**src/rtl/byte_word_stream_ctrl.sv**
```systemverilog
// Byte-to-word flow-control stage. Accepts bytes on a valid/ready handshake,
// drives the external shift register's enable, and after four accepted bytes
// captures the assembled 32-bit word into a first-word-fall-through FIFO.
module byte_word_stream_ctrl #(
  parameter int DEPTH = 4,
  parameter int AW    = 2
) (
  input  logic          clk,
  input  logic          rst,
  input  logic          in_valid,
  output logic          in_ready,
  output logic          sr_en,
  input  logic [31:0]   sr_word,
  output logic          out_valid,
  input  logic          out_ready,
  output logic [31:0]   out_data,
  output logic [1:0]    byte_cnt,
  output logic [AW:0]   fifo_count
);

  localparam logic [AW:0] FULL_COUNT = (AW+1)'(DEPTH);

  logic [1:0]    byte_cnt_q, byte_cnt_d;
  logic          pending_q, pending_d;
  logic [AW-1:0] wr_ptr_q, wr_ptr_d;
  logic [AW-1:0] rd_ptr_q, rd_ptr_d;
  logic [AW:0]   count_q, count_d;
  logic [31:0]   mem_q [DEPTH];

  logic accept;
  logic push;
  logic pop;

  // Handshake decode. The fourth byte is only taken when a FIFO slot is
  // guaranteed, and nothing is taken while a capture is outstanding so the
  // shift register output stays stable for the write.
  always_comb begin
    in_ready = !pending_q && !((byte_cnt_q == 2'd3) && (count_q == FULL_COUNT));
    accept   = in_valid && in_ready;
    sr_en    = accept;
    push     = pending_q;
    out_valid = (count_q != '0);
    pop      = out_valid && out_ready;
  end

  // Next-state computation for counters, pointers and the capture flag.
  always_comb begin
    byte_cnt_d = byte_cnt_q;
    pending_d  = 1'b0;
    wr_ptr_d   = wr_ptr_q;
    rd_ptr_d   = rd_ptr_q;
    count_d    = count_q;

    if (accept) begin
      byte_cnt_d = byte_cnt_q + 2'd1;
      pending_d  = (byte_cnt_q == 2'd3);
    end
    if (push) begin
      wr_ptr_d = wr_ptr_q + AW'(1);
    end
    if (pop) begin
      rd_ptr_d = rd_ptr_q + AW'(1);
    end
    case ({push, pop})
      2'b10:   count_d = count_q + (AW+1)'(1);
      2'b01:   count_d = count_q - (AW+1)'(1);
      default: count_d = count_q;
    endcase
  end

  // Control state register; reset discards any partial word.
  always_ff @(posedge clk) begin
    if (rst) begin
      byte_cnt_q <= '0;
      pending_q  <= 1'b0;
      wr_ptr_q   <= '0;
      rd_ptr_q   <= '0;
      count_q    <= '0;
    end else begin
      byte_cnt_q <= byte_cnt_d;
      pending_q  <= pending_d;
      wr_ptr_q   <= wr_ptr_d;
      rd_ptr_q   <= rd_ptr_d;
      count_q    <= count_d;
    end
  end

  // FIFO storage; cleared on reset so the head reads zero when idle.
  always_ff @(posedge clk) begin
    if (rst) begin
      for (int i = 0; i < DEPTH; i++) begin
        mem_q[i] <= '0;
      end
    end else if (push) begin
      mem_q[wr_ptr_q] <= sr_word;
    end
  end

  // Fall-through head and status outputs.
  always_comb begin
    out_data   = mem_q[rd_ptr_q];
    byte_cnt   = byte_cnt_q;
    fifo_count = count_q;
  end

endmodule

```
**config.mk**
```make
export PLATFORM = sky130hd
export DESIGN_NAME = byte_word_stream_ctrl
export DESIGN_NICKNAME = d
export VERILOG_FILES = /design/src/rtl/byte_word_stream_ctrl.sv
export SDC_FILE = /design/constraint.sdc
export NUM_CORES = 1
export LEC_CHECK = 0
export ABC_CLOCK_PERIOD_IN_PS = 5600
export CAP_MARGIN = 20
export CORE_MARGIN = 3
export CORE_UTILIZATION = 55
export CTS_CLUSTER_DIAMETER = 200
export DETAILED_ROUTE_END_ITERATION = 8
export DONT_BUFFER_PORTS = 1
export PLACE_DENSITY = 0.7
export SLEW_MARGIN = 30
export SYNTH_ARGS = -nofsm -noshare
export SYNTH_HDL_FRONTEND = slang
export SYNTH_SLANG_ARGS = --single-unit
```
**constraint.sdc**
```tcl
create_clock -name clk -period 5.6 [get_ports clk]
set_input_delay 0 -clock clk [delete_from_list [all_inputs] [get_ports clk]]
set_output_delay 0 -clock clk [all_outputs]
set_load 0.005 [all_outputs]
```
==> impl_metrics.toml <==
[run_status]
status = "complete, no violations"

[power]
powerDensity_nw_per_um2 = 328
ir_worst_vdd_v = 0.000187
leakagePower_nw = 2.65

[layout]
area_growth_pct = 18.5
drive_gt1_share_pct = 17.2
num_antenna_cells = 0
fin_nets = 480
layout_commonest_cell = "edfxtp_1"
final_cell_mix = "edfxtp_1 (128), nor2_1 (73), inv_1 (36), dlygate4sd3_1 (36), nand2_1 (33)"
design_area_um2 = 7080

[cts]
cts_root_buf = "clkbuf_8"
cts.sinks = 140
cts_setup_buffers = 0
clockBufferDepth = 2
cts_buffers = 17
path_clk_slew_ns = 0.06
cts_tree = "built"
cts.htree.levels = 4
clk_latency_ns = 0.51

[logic_synthesis]
netlist_instances = 404
synth-seq-area-share_pct = 68.4
muxShareOfSynthArea_pct = 12.5
syn-mean-instance-area_um2 = 14.8
synth_fa_ha_area_share_pct = 0.754
synth_area_leader_cell = "edfxtp_1"
yosysTopAreaCellShare_pct = 64.3
synthTopCellsByArea = "edfxtp_1 (64%), mux4_2 (12%), nor2_1 (4.6%), dfxtp_1 (4.0%), and2_1 (3.4%)"
synth_nets = 443
yosys_warnings = 0
synth_compound_area_share_pct = 1.51
yosys.area_share.simple_pct = 11.6
synthesis.area_um2 = 5970
synth_top_family_by_area = "multiplexers"
synth.distinct_cells = 36
synthXorXnorAreaFrac_pct = 0.880
synth-seq-cells = 140

[global_route]
antenna_found_initial = 0
grt_pass1_vias = 3537
grt_start_max_net_pins = 34
grt_usage_pct = 21.0
grt_pass1_wl_mm = 18.2
grt_overflow_total = 0

[placed_design]
placed_cell_area_um2 = 6170
place_hpwl_mm = 6.84
place.gp.congestion = 0.732
portBuffers = 0

[floorplanning]
core_um2 = 10500
die_area_um2 = 12100
rows = 37
die_height_um = 110
initial_core_util_pct = 57.1
ios = 76
die_w_um = 110

[routing]
route.detailed.drc = 0
vias_per_cell = 5.53
drt-wirelength-per-cell_um = 19.8
first_pass_iters = 5
postRouteWirelength_mm = 11.6
ant_nets = 0
vias = 3260
drtIter0Drc = 221

[worst_setup_path]
r2r_start = "pending_q"
r2r_slack_ns = 3.16
startpoint_type = "flop"
critPathLaunch = "pending_q"
cp_cell_sequence = "inv_2 -> nor4_4 -> buf_4 -> or2_2"
reg2regPathDepth = 4
crit_path_end_kind = "flop"
path_class = "flop to flop"
crit_arrival_ns = 2.57
r2r-end = "mem_q[0][29]"
crit_slowest_cell = "or2_2"
crit_fanout = 33
cp_slowest_stage_delay_ns = 0.77
cp.required_ns = 5.73

[timing]
layout_min_cycle_time_ns = 2.44
fin_setup_tns_ns = 0
max-slew-margin-rel_pct = 39.6
setup_viol = 0
max_freq_mhz = 409
rsz0062_at_grt = "no"
hold_violations = 0
final_max_slew_viol_count = 0
fin_skew_ns = 0.0113
finalCritPeriodShare_pct = 43.6
worst_slew_pin_slew_ns = 0.905

[worst_hold_path]
whs_endpoint = "mem_q[3][13]"
worstHoldPathCells = 1
hold_start = "rst"
timing.hold.worst.class = "primary input to flop"

[job]
cap_violations = 0
[cell type report]
| cell class | count | area (um2) |
|---|---|---|
| well taps | 136 | 170 |
| clock buffers | 19 | 422 |
| repair buffers | 42 | 465 |
| flip-flops and latches | 140 | 4090 |
| clock inverters | 12 | 129 |
| fillers | 739 | 3380 |
| multi-input cells | 203 | 1670 |
| inverters | 37 | 139 |
[metrics by stage]
stage	power [mW]	hold WS (ns)	cells	setup slack, ns	util (%)
2_1_floorplan	1.25	0.128	404	3.00	-
3_3_place_gp	1.26	0.0708	519	3.13	58.1
3_5_place_dp	1.27	0.0711	522	3.13	59.0
4_1_cts	2.34	0.0811	589	3.13	67.7
5_1_grt	2.39	0.0888	589	2.98	67.7
6_report	2.32	0.0946	589	3.16	67.7
[synthesized netlist by cell type, drive strengths merged]
cell and n:
o311ai 1, or2 1, xor2 4, dfxtp 12
ha 2, nand2 33, nor4 1, a21oi 2
a311oi 1, nor2b 2, inv 37, a31o 1
nor2 74, buf 19, nand2b 4, mux4 32
o21ai 1, xnor2 2, and2 32, o21bai 2
o31a 1, edfxtp 128, or3 2, a31oi 1
clkbuf 5, fa 1, mux2i 1, mux2 1
and3b 1
[sequential cells by signal, summed over array words and instances, names as in the netlist, named ones only]
name        flops
mem_q         128
fifo_count      3
byte_cnt        2
rd_ptr_q        2
wr_ptr_q        2
pending_q       1
[critical path: cells and delay by family (launching register included)]
kind	cells	cell delay [ns]
buffers and inverters	2	0.48
flip-flops	1	0.52
AND/OR/NAND/NOR	2	1.02
[report_power, final]
group / switching, mW / internal, mW
clock network: 0.386 / 0.664
registers: 0.0110 / 1.17
logic: 0.0460 / 0.0453
[worst max path at each step]
| stage | to | slack (ns) | cells after the start |
|---|---|---|---|
| 3_5_place_dp | mem_q[0][27] | 3.13 | 4 |
| 2_1_floorplan | mem_q[2][0] | 3.00 | 3 |
| 4_1_cts | mem_q[0][29] | 3.13 | 4 |
| 5_1_grt | mem_q[0][29] | 2.98 | 4 |
| 3_3_place_gp | mem_q[2][27] | 3.13 | 2 |
| 6_report | mem_q[0][29] | 3.16 | 4 |
[what timing repair did]
action,4_1_cts,5_1_grt
endpoints found under the hold margin,171,0
hold buffers,36,0
resized for setup,0,0
[layer usage]
layer,track usage (%),vias up,share of wire [%]
met5,0,-,0
met4,9.06,0,1.6
met3,7.34,13,9.0
met2,36.1,129,54
met1,23.9,1614,36
li1,-,1504,-
[cell families (layout without fill, tap and decap cells)]
family / after synthesis / after routing
XOR/XNOR: 6 / 6
AND/OR/NAND/NOR: 150 / 150
buffers and inverters: 61 / 110
AO/OA/AOI/OAI: 10 / 10
adder cells (fa/ha/maj): 3 / 3
multiplexers: 34 / 34
flip-flops: 140 / 140
Power figures use the tool's default switching activity.
